--- src/rtl/alu_mdu_seq.sv ---
// Multi-cycle MUL/DIVU/REMU sequencer that borrows the shared execute-stage ALU.
// Optional macro MDU_EARLY_EXIT_EN: MUL finishes as soon as the remaining multiplier is zero.
module alu_mdu_seq #(
  parameter int unsigned XLEN  = 32,
  parameter int unsigned CNT_W = 5
) (
  input  logic            i_clk,
  input  logic            i_rst_n,
  input  logic            i_start,
  input  logic [1:0]      i_mdu_op,
  input  logic [XLEN-1:0] i_operand_a,
  input  logic [XLEN-1:0] i_operand_b,
  input  logic            i_kill,
  output logic            o_busy,
  output logic            o_done,
  output logic [XLEN-1:0] o_result,
  output logic            o_alu_sel,
  output logic [XLEN-1:0] o_alu_operand_a,
  output logic [XLEN-1:0] o_alu_operand_b,
  output logic [3:0]      o_alu_op,
  input  logic [XLEN-1:0] i_alu_data
);

  localparam logic [3:0] ALU_ADD  = 4'b0000;
  localparam logic [3:0] ALU_SUB  = 4'b1000;
  localparam logic [3:0] ALU_SLTU = 4'b0011;

  localparam logic [1:0] OP_MUL  = 2'b00;
  localparam logic [1:0] OP_DIVU = 2'b01;
  localparam logic [1:0] OP_REMU = 2'b10;

  localparam logic [CNT_W-1:0] LAST_CNT = CNT_W'(XLEN - 1);

`ifdef MDU_EARLY_EXIT_EN
  localparam bit EARLY_EXIT = 1'b1;
`else
  localparam bit EARLY_EXIT = 1'b0;
`endif

  typedef enum logic [2:0] {
    S_IDLE     = 3'd0,
    S_MUL_STEP = 3'd1,
    S_DIV_CMP  = 3'd2,
    S_DIV_SUB  = 3'd3,
    S_DONE     = 3'd4
  } state_t;

  state_t            r_state, w_state_nxt;
  logic [1:0]        r_op, w_op_nxt;
  logic [XLEN-1:0]   r_acc, w_acc_nxt;
  logic [XLEN-1:0]   r_mcand, w_mcand_nxt;
  logic [XLEN-1:0]   r_mplier, w_mplier_nxt;
  logic [XLEN-1:0]   r_rem, w_rem_nxt;
  logic [XLEN-1:0]   r_dvd, w_dvd_nxt;
  logic [XLEN-1:0]   r_q, w_q_nxt;
  logic [XLEN-1:0]   r_divisor, w_divisor_nxt;
  logic [CNT_W-1:0]  r_cnt, w_cnt_nxt;
  logic              r_ovf, w_ovf_nxt;
  logic              r_lt, w_lt_nxt;
  logic [XLEN-1:0]   r_result, w_result_nxt;
  logic              r_done, w_done_nxt;
  logic              r_busy, w_busy_nxt;
  logic              r_alu_sel, w_alu_sel_nxt;
  logic [XLEN-1:0]   r_alu_a, w_alu_a_nxt;
  logic [XLEN-1:0]   r_alu_b, w_alu_b_nxt;
  logic [3:0]        r_alu_op, w_alu_op_nxt;
  logic [XLEN-1:0]   w_rem_sh;

  // Partial remainder with the next dividend bit shifted in (low 32 of the 33-bit value).
  assign w_rem_sh = {r_rem[XLEN-2:0], r_dvd[XLEN-1]};

  // Next state, datapath updates, and the ALU drive for the upcoming cycle.
  always_comb begin
    w_state_nxt   = r_state;
    w_op_nxt      = r_op;
    w_acc_nxt     = r_acc;
    w_mcand_nxt   = r_mcand;
    w_mplier_nxt  = r_mplier;
    w_rem_nxt     = r_rem;
    w_dvd_nxt     = r_dvd;
    w_q_nxt       = r_q;
    w_divisor_nxt = r_divisor;
    w_cnt_nxt     = r_cnt;
    w_ovf_nxt     = r_ovf;
    w_lt_nxt      = r_lt;
    w_result_nxt  = r_result;
    w_alu_sel_nxt = 1'b0;
    w_alu_a_nxt   = '0;
    w_alu_b_nxt   = '0;
    w_alu_op_nxt  = ALU_ADD;

    unique case (r_state)
      S_IDLE: begin
        if (i_start && !i_kill) begin
          w_op_nxt      = i_mdu_op;
          w_divisor_nxt = i_operand_b;
          w_cnt_nxt     = '0;
          unique case (i_mdu_op)
            OP_MUL: begin
              w_acc_nxt    = '0;
              w_mcand_nxt  = i_operand_a;
              w_mplier_nxt = i_operand_b;
              w_state_nxt  = S_MUL_STEP;
            end
            OP_DIVU, OP_REMU: begin
              if (i_operand_b == '0) begin
                w_result_nxt = (i_mdu_op == OP_DIVU) ? '1 : i_operand_a;
                w_state_nxt  = S_DONE;
              end else begin
                w_rem_nxt   = '0;
                w_dvd_nxt   = i_operand_a;
                w_q_nxt     = '0;
                w_state_nxt = S_DIV_CMP;
              end
            end
            default: begin
              w_result_nxt = '0;
              w_state_nxt  = S_DONE;
            end
          endcase
        end
      end
      S_MUL_STEP: begin
        if (r_mplier[0]) w_acc_nxt = i_alu_data;
        w_mcand_nxt  = r_mcand << 1;
        w_mplier_nxt = r_mplier >> 1;
        w_cnt_nxt    = r_cnt + CNT_W'(1);
        if ((r_cnt == LAST_CNT) || (EARLY_EXIT && (w_mplier_nxt == '0))) begin
          w_result_nxt = w_acc_nxt;
          w_state_nxt  = S_DONE;
        end
      end
      S_DIV_CMP: begin
        w_ovf_nxt   = r_rem[XLEN-1];
        w_lt_nxt    = i_alu_data[0];
        w_rem_nxt   = w_rem_sh;
        w_dvd_nxt   = r_dvd << 1;
        w_state_nxt = S_DIV_SUB;
      end
      S_DIV_SUB: begin
        // A lost carry-out means the true remainder exceeds any 32-bit divisor.
        if (r_ovf || !r_lt) begin
          w_rem_nxt = i_alu_data;
          w_q_nxt   = {r_q[XLEN-2:0], 1'b1};
        end else begin
          w_q_nxt   = {r_q[XLEN-2:0], 1'b0};
        end
        w_cnt_nxt = r_cnt + CNT_W'(1);
        if (r_cnt == LAST_CNT) begin
          w_result_nxt = (r_op == OP_DIVU) ? w_q_nxt : w_rem_nxt;
          w_state_nxt  = S_DONE;
        end else begin
          w_state_nxt  = S_DIV_CMP;
        end
      end
      S_DONE: begin
        w_state_nxt = S_IDLE;
      end
      default: begin
        w_state_nxt = S_IDLE;
      end
    endcase

    if (i_kill && (r_state != S_IDLE)) begin
      w_state_nxt  = S_IDLE;
      w_result_nxt = r_result;
    end

    unique case (w_state_nxt)
      S_MUL_STEP: begin
        w_alu_sel_nxt = 1'b1;
        w_alu_a_nxt   = w_acc_nxt;
        w_alu_b_nxt   = w_mcand_nxt;
        w_alu_op_nxt  = ALU_ADD;
      end
      S_DIV_CMP: begin
        w_alu_sel_nxt = 1'b1;
        w_alu_a_nxt   = {w_rem_nxt[XLEN-2:0], w_dvd_nxt[XLEN-1]};
        w_alu_b_nxt   = w_divisor_nxt;
        w_alu_op_nxt  = ALU_SLTU;
      end
      S_DIV_SUB: begin
        w_alu_sel_nxt = 1'b1;
        w_alu_a_nxt   = w_rem_nxt;
        w_alu_b_nxt   = w_divisor_nxt;
        w_alu_op_nxt  = ALU_SUB;
      end
      default: begin
        w_alu_sel_nxt = 1'b0;
      end
    endcase

    w_busy_nxt = (w_state_nxt != S_IDLE);
    w_done_nxt = (w_state_nxt == S_DONE);
  end

  // State and datapath registers.
  always_ff @(posedge i_clk or negedge i_rst_n) begin
    if (!i_rst_n) begin
      r_state   <= S_IDLE;
      r_op      <= '0;
      r_acc     <= '0;
      r_mcand   <= '0;
      r_mplier  <= '0;
      r_rem     <= '0;
      r_dvd     <= '0;
      r_q       <= '0;
      r_divisor <= '0;
      r_cnt     <= '0;
      r_ovf     <= 1'b0;
      r_lt      <= 1'b0;
      r_result  <= '0;
      r_done    <= 1'b0;
      r_busy    <= 1'b0;
      r_alu_sel <= 1'b0;
      r_alu_a   <= '0;
      r_alu_b   <= '0;
      r_alu_op  <= ALU_ADD;
    end else begin
      r_state   <= w_state_nxt;
      r_op      <= w_op_nxt;
      r_acc     <= w_acc_nxt;
      r_mcand   <= w_mcand_nxt;
      r_mplier  <= w_mplier_nxt;
      r_rem     <= w_rem_nxt;
      r_dvd     <= w_dvd_nxt;
      r_q       <= w_q_nxt;
      r_divisor <= w_divisor_nxt;
      r_cnt     <= w_cnt_nxt;
      r_ovf     <= w_ovf_nxt;
      r_lt      <= w_lt_nxt;
      r_result  <= w_result_nxt;
      r_done    <= w_done_nxt;
      r_busy    <= w_busy_nxt;
      r_alu_sel <= w_alu_sel_nxt;
      r_alu_a   <= w_alu_a_nxt;
      r_alu_b   <= w_alu_b_nxt;
      r_alu_op  <= w_alu_op_nxt;
    end
  end

  assign o_busy          = r_busy;
  assign o_done          = r_done;
  assign o_result        = r_result;
  assign o_alu_sel       = r_alu_sel;
  assign o_alu_operand_a = r_alu_a;
  assign o_alu_operand_b = r_alu_b;
  assign o_alu_op        = r_alu_op;

endmodule

--- config.mk ---
export PLATFORM = sky130hd
export DESIGN_NAME = alu_mdu_seq
export DESIGN_NICKNAME = d
export VERILOG_FILES = /design/src/rtl/alu_mdu_seq.sv
export SDC_FILE = /design/constraint.sdc
export NUM_CORES = 1
export LEC_CHECK = 0
export ABC_AREA = 1
export CAP_MARGIN = 20
export CORE_MARGIN = 4
export CORE_UTILIZATION = 52
export CTS_BUF_LIST = sky130_fd_sc_hd__clkbuf_4
export CTS_CLUSTER_SIZE = 24
export DETAILED_ROUTE_END_ITERATION = 8
export PLACE_DENSITY = 0.78
export SYNTH_ARGS = -nofsm -noshare
export SYNTH_HDL_FRONTEND = slang
export SYNTH_SLANG_ARGS = --single-unit
--- constraint.sdc ---
create_clock -name i_clk -period 2.1 [get_ports i_clk]
set_input_delay 0.63 -clock i_clk [delete_from_list [all_inputs] [get_ports i_clk]]
set_output_delay 0.63 -clock i_clk [all_outputs]
set_load 0.05 [all_outputs]
=== Word-level counts from Yosys, hierarchy flattened ===
Index checks and enable logic that the tools add are counted.

* Register bits after elaboration: 338
* Latch bits: 0
* Bits in writable memories: 0
* Bits in read-only memories: 0
* Input bits: 102
* Output and inout bits: 103
* Memories kept: 0

* Add/sub/neg operators: 1
* Multipliers: 0
* Divide/modulo/power cells: 0
* Magnitude comparators: 0
* Eq/ne operators: 19
* Shift-type cells: 0
* Multiplexer cells: 47
* Bitwise logic cells: 1
* Reduce and logical (&&, ||, !) cells: 25

{| class="wikitable"
|+ Operators with widths
! cell !! number
|-
| 2-to-1 mux 32 bit || 22
|-
| one-hot mux 32 bit (2 select lines) || 6
|-
| one-hot mux 32 bit (3 select lines) || 3
|-
| 2-to-1 mux 31 bit || 3
|-
| one-hot mux 31 bit (2 select lines) || 1
|-
| logical NOT 32 bit || 1
|-
| 2-to-1 mux 3 bit || 5
|-
| == test 3 x 2 -> 1 bit (second input constant) || 4
|-
| one-hot mux 3 bit (4 select lines) || 1
|-
| inequality test 2 bit (second input constant) || 5
|-
| one-hot mux 5 bit (2 select lines) || 1
|-
| nonzero test 3 bit || 3
|-
| one-hot mux 4 bit (2 select lines) || 1
|-
| AND reduction 4 bit || 2
|-
| nonzero test 2 bit || 4
|-
| AND reduction 7 bit || 1
|-
| == test 3 x 1 -> 1 bit (second input constant) || 2
|-
| one-hot mux 3 bit (2 select lines) || 1
|-
| OR reduction 2 bit || 3
|-
| adder 5 x 1 -> 5 bit (second input constant) || 1
|-
| == test 5 bit (second input constant) || 1
|-
| 2-to-1 mux 5 bit || 1
|-
| == test 2 x 1 -> 1 bit (second input constant) || 2
|-
| inequality test 2 x 1 -> 1 bit (second input constant) || 2
|-
| other kinds (13) || 17
|}

=== Longest topological paths before layout ===
* Depth in word-level cells: 9
* Depth in mapped cells: 14

=== Worst setup path after synthesis ===
Ideal clock, no wire load.

* Kind: input to register
* Start: input i_mdu_op[1]
* End: register r_result[10] (netlist: o_result[10])
* Setup time: 125 ps
* Arrival time: 1963 ps
* Required time: 1975 ps
* Setup slack: 12 ps
* Cell stages on the path: 11
* Path buffers: 2
* Cells stage by stage: inv_1 -> ha_1 -> nand2_1 -> nor2_4 -> inv_2 -> a31oi_4 -> inv_2 -> nand4_1 -> buf_4 -> buf_2 -> o21ai_1

* Longest elaborated chain between the ends: 6
* Elaborated cells between the ends (all ways): 12
* Classes of those cells: 4 x eq/ne; 5 x mux; 3 x reduce/logical

{| class="wikitable"
|+ Ends and longest elaborated chain
! element !! RTL line !! text
|-
| from (decl) || 10 || <nowiki>input logic [1:0] i_mdu_op,</nowiki>
|-
| == test 2 x 1 -> 1 bit || 98, 107 ||
|-
| 2-to-1 mux 32 bit || 107 || <nowiki>w_result_nxt = (i_mdu_op == OP_DIVU) ? '1 : i_operand_a;</nowiki>
|-
| 2-to-1 mux 32 bit || 106 || <nowiki>if (i_operand_b == '0) begin</nowiki>
|-
| one-hot mux 32 bit (2 select lines) || 98 || <nowiki>unique case (i_mdu_op)</nowiki>
|-
| 2-to-1 mux 32 bit || 94 || <nowiki>if (i_start && !i_kill) begin</nowiki>
|-
| one-hot mux 32 bit (3 select lines) || 92 || <nowiki>unique case (r_state)</nowiki>
|-
| to (signal assigned) || 232 || <nowiki>r_result <= w_result_nxt;</nowiki>
|-
| to (decl) || 60 || <nowiki>logic [XLEN-1:0] r_result, w_result_nxt;</nowiki>
|}

Parallel ways exist; a longest one is shown, timed or not. The select of a mux whose other input is x is not followed.
A chain may end at the register's enable or synchronous reset.

=== Worst setup path in the final report ===
* Start: register r_cnt[0]
* End: register r_alu_a[25] (netlist: o_alu_operand_a[25])

* Longest elaborated chain between the ends: 6
* Elaborated cells between the ends (all ways): 9
* Classes of those cells: 4 x eq/ne; 5 x mux

{| class="wikitable"
|+ Ends and longest elaborated chain
! element !! RTL line !! text
|-
| from (decl) || 57 || <nowiki>logic [CNT_W-1:0] r_cnt, w_cnt_nxt;</nowiki>
|-
| from (signal assigned) || 229 || <nowiki>r_cnt <= w_cnt_nxt;</nowiki>
|-
| == test 5 bit (*) || 128 || <nowiki>if ((r_cnt == LAST_CNT) || (EARLY_EXIT && (w_mplier_nxt == '0))) begin</nowiki>
|-
| 2-to-1 mux 3 bit (*) || 128 ||
|-
| one-hot mux 3 bit (4 select lines) (*) || 92 ||
|-
| 2-to-1 mux 3 bit (*) || 164 || <nowiki>if (i_kill && (r_state != S_IDLE)) begin</nowiki>
|-
| via w_state_nxt[0] || 48 || <nowiki>state_t r_state, w_state_nxt;</nowiki>
|-
| == test 3 x 2 -> 1 bit / == test 3 x 1 -> 1 bit (equally long branches) || 169 || <nowiki>unique case (w_state_nxt)</nowiki>
|-
| one-hot mux 32 bit (3 select lines) (*) || 169 ||
|-
| via w_alu_a_nxt[25] || 64 || <nowiki>logic [XLEN-1:0] r_alu_a, w_alu_a_nxt;</nowiki>
|-
| to (signal assigned) || 236 || <nowiki>r_alu_a <= w_alu_a_nxt;</nowiki>
|-
| to (decl) || 64 ||
|}

Mark *: on every way through the listed nets, which the timed path passes. The rest lies on a longest branch.

==> results by group <==
Power
  – Power Density: about 1500 nW/um2
  – Static Leak: just over 10 nW
  – Worst VDD drop: 0.747 mV

GRT
  – Initial antenna violation count: 4
  – Largest net degree at the start of global routing: 85
  – First-pass GRT wire length: 79,000 um
  – Vias in the first global route: around 15,000
  – GR Overflow Total: 0
  – All-Layer GR Usage: 0.297

Synth
  – Synth area leaders: dfrtp_1 54%, nand2_1 13%, inv_1 5.2%, o21ai_0 4.7%, o211ai_1 3.8%
  – Synth Net Count: 1,928
  – Share of the synthesized area in the top cell type: 0.540
  – Avg Cell Area, Syn: between 8 and 9 um2
  – Most frequent cell after synthesis: nand2_1
  – Seq/Total Area, Yosys: 0.540
  – Synth area leader: dfrtp_1
  – Flops & latches, synth: approximately 340
  – Synth unique cells: 35
  – YS warnings: 0
  – Syn Inst Count: about 1,800
  – Asr flop ratio synth: 1.00
  – Post-synth EDFFs: 0
  – Synthesized cell area: about 16,000 um2
  – Post-synth top flop: dfrtp_1
  – Synth cell count leaders: 554 x nand2_1, 336 x dfrtp_1, 214 x inv_1

CTS
  – Worst-Skew Late Latency: between 0.7 and 0.8 ns
  – CTS buffer count: 86
  – CTS H-tree depth: 3
  – TritonCTS clock tree: built
  – Clock tree buffer depth: 3
  – CTS sink cnt: 336
  – Clk Tree Root Cell: clkbuf_4
  – Reg clk slew, reported paths: 0.07 ns

Critical path
  – R2R Path End: o_alu_operand_a[25]$_DFF_PN0_
  – Slowest-stage cell, CP: dfrtp_1
  – CP Buf/Inv Count: 5
  – Reg2reg start: r_cnt[0]$_DFFE_PN0P_
  – Worst reg-to-reg path cell count: 15
  – Crit end category: register
  – Worst Path Arrival: approximately 2.9 ns
  – Top cell family by delay on the critical path: buffers and inverters
  – Crit Path Max Fanout: 7
  – Worst setup SP type: register
  – Max stage delay on crit path: between 0.4 and 0.5 ns
  – Cell Chain, Critical Path: ha_4, nand2_4, nor2_2, ha_4, inv_2, nand2_2, a31oi_4, buf_6, nand3_4, nor2_4, buf_6, buf_8, buf_16, nand2_4, nand3_2
  – Critical path data required time: between 2 and 3 ns
  – WS Path Type: reg2reg
  – R2R setup slack: -0.12 ns

Status
  – Failing checks: negative setup slack
  – Status: complete, but fails checks

Layout
  – Layout cell share with drive strength beyond 1: 0.245
  – Fin util: 0.705
  – P&R area growth vs syn: 33.8%
  – Register area: ~8400 um2
  – Fill count: approximately 2,100
  – Final net count: 2,292
  – Footprint of the multi-input gates: 6210 um2

Floorplan
  – # rows: 63
  – DIE WIDTH: about 180 um
  – Io pins: between 200 and 250
  – CORE AREA: 29,600 um2
  – DIE AREA: 32,800 um2
  – DIE HEIGHT: about 180 um
  – Initial Util: 0.527

Drt
  – Drt wl/cell: 19.2 um
  – DRC: 0
  – DRT Pass-1 Iters: 9
  – DR vias: 15,000
  – ANT nets after route: 0
  – Via density: roughly 5.7
  – Final WL: between 50,000 and 60,000 um
  – DRT iter0 DRCs: around 1,600

Worst hold path
  – Worst hold start: i_operand_b[6]
  – Worst hold path depth: 3
  – Hold Path Class: in2reg
  – Min-Delay Endpoint: r_mplier[6]$_DFFE_PN0P_

Placement
  – Routability cong.: between 0.9 and 1
  – DP HPWL: between 30,000 and 40,000 um
  – Port Buffers: 203

Timing
  – Worst-margin pin slew: ~0.56 ns
  – Slew headroom: 0.628
  – Final Hold Fails: 0
  – Final Max Tran Viols: 0
  – Final setup fails: 91
  – Period utilisation layout: 1.06
  – Clock skew: ~0.054 ns
  – Min Hold Slack: between 0.2 and 0.3 ns
  – F_max: 0.450 GHz
  – RSZ-0062 raised after global routing: yes
  – Setup ws final: -0.123 ns
  – Tmin final: between 2 and 2.5 ns

Job
  – Max Cap Viol: 0
[worst max-delay path by stage]
stage                     slack [ns]                            end  cells after the start                  from
final                          -0.12  o_alu_operand_a[25]$_DFF_PN0_                     15  r_cnt[0]$_DFFE_PN0P_
after CTS                      -0.06   o_alu_operand_a[5]$_DFF_PN0_                     15  r_cnt[1]$_DFFE_PN0P_
after global routing           -0.19       o_result[24]$_DFFE_PN0P_                     15  r_cnt[1]$_DFFE_PN0P_
after floorplan                 0.01       o_result[10]$_DFFE_PN0P_                     11           i_mdu_op[1]
after detailed placement       -0.87   o_alu_operand_a[8]$_DFF_PN0_                     13        i_operand_b[0]
after global placement         -0.76   o_alu_operand_a[6]$_DFF_PN0_                     11           i_mdu_op[0]
[registers in the layout, summed over array words and instances (netlist names), 5 cells and up]
signal           flops
r_cnt                5
r_dvd               32
o_result            32
r_mcand             32
o_alu_operand_b     32
r_divisor           32
r_rem               32
r_mplier            32
o_alu_operand_a     32
r_acc               32
r_q                 31
[final cells by class]
type	instances	share of cell area
antenna	3	0.000360
multi-input combinational	1145	0.298
inverter	227	0.0410
tap	390	0.0234
timing repair buffer	389	0.181
clock inverter	12	0.00510
sequential	336	0.403
clock buffer	132	0.0475
[worst min-delay path, delay by kind of cell]
family | cells | cell delay (ns)
buf+inv | 1 | 0.13
compound gates | 2 | 0.19
[logic make-up (layout without fill, tap and decap cells)]
kind of cell             after synthesis  count (layout)  synth area share
AND/OR/NAND/NOR                      691             693             0.182
AO/OA/AOI/OAI                        445             445             0.186
buffers and inverters                342             760            0.0871
flip-flops                           336             336             0.540
adder cells (fa/ha/maj)                5               5           0.00402
other                                  1               4          0.000241
XOR/XNOR                               1               1          0.000562
[cell usage in the layout, fill, tap and decap left out, drive strengths merged, types with 2 or more instances in the layout]
master	Yosys	routed
nand2	558	558
bufinv	0	2
dfrtp	336	336
buf	58	286
o21ai	166	166
clkbuf	57	134
o311ai	2	2
a22oi	54	54
diode	0	3
nor2	50	52
o22ai	40	40
clkdlybuf4s50	0	97
nand4	2	2
nor3b	23	23
a211oi	47	47
inv	225	227
ha	5	5
nand3	57	57
o221a	8	8
dlymetal6s2s	0	3
clkinvlp	0	2
o21bai	24	24
a22o	2	2
a21oi	15	15
clkinv	2	8
o221ai	7	7
o211ai	79	79
[through the flow]
step                worst slack (ns)  instances  setup TNS [ns]  power [mW]  area (um2)
CTS                          -0.0564       2631          -0.678        31.5       20600
finish                        -0.123       2634           -5.98        32.2       20900
global placement              -0.761       2433         -154.58        24.1       18700
floorplan                     0.0124       1821               0        19.3       15600
global route                  -0.194       2634          -12.24        34.0       20900
detailed placement            -0.867       2433         -165.71        24.5       18700
[per-layer routing]
layer | share of wire | track usage | routed length [um]
met1 | 0.38 | 0.375 | 19200
met2 | 0.46 | 0.472 | 23300
met3 | 0.11 | 0.0834 | 5380
met4 | 0.051 | 0.148 | 2580
met5 | 0.00026 | 0 | 13
[report_power, final]
group | internal [mW] | switching, mW | leakage (nW)
Sequential | 9.05 | 1.34 | 4.39
Clock | 3.08 | 2.68 | 0.656
Combinational | 5.55 | 10.5 | 5.32
Total | 17.7 | 14.5 | 10.4
[what timing repair did]
| action | in CTS | in global routing |
|---|---|---|
| buffers inserted | 45 | 2 |
| gates resized for setup | 77 | 67 |
| gates cloned | 10 | 2 |
| endpoints found under the hold margin | 28 | 0 |
| pin swaps | 28 | 12 |
| hold buffers | 1 | 0 |
| setup endpoints to repair | 100 | 100 |
No activity file was read; power rests on OpenSTA's default activity.
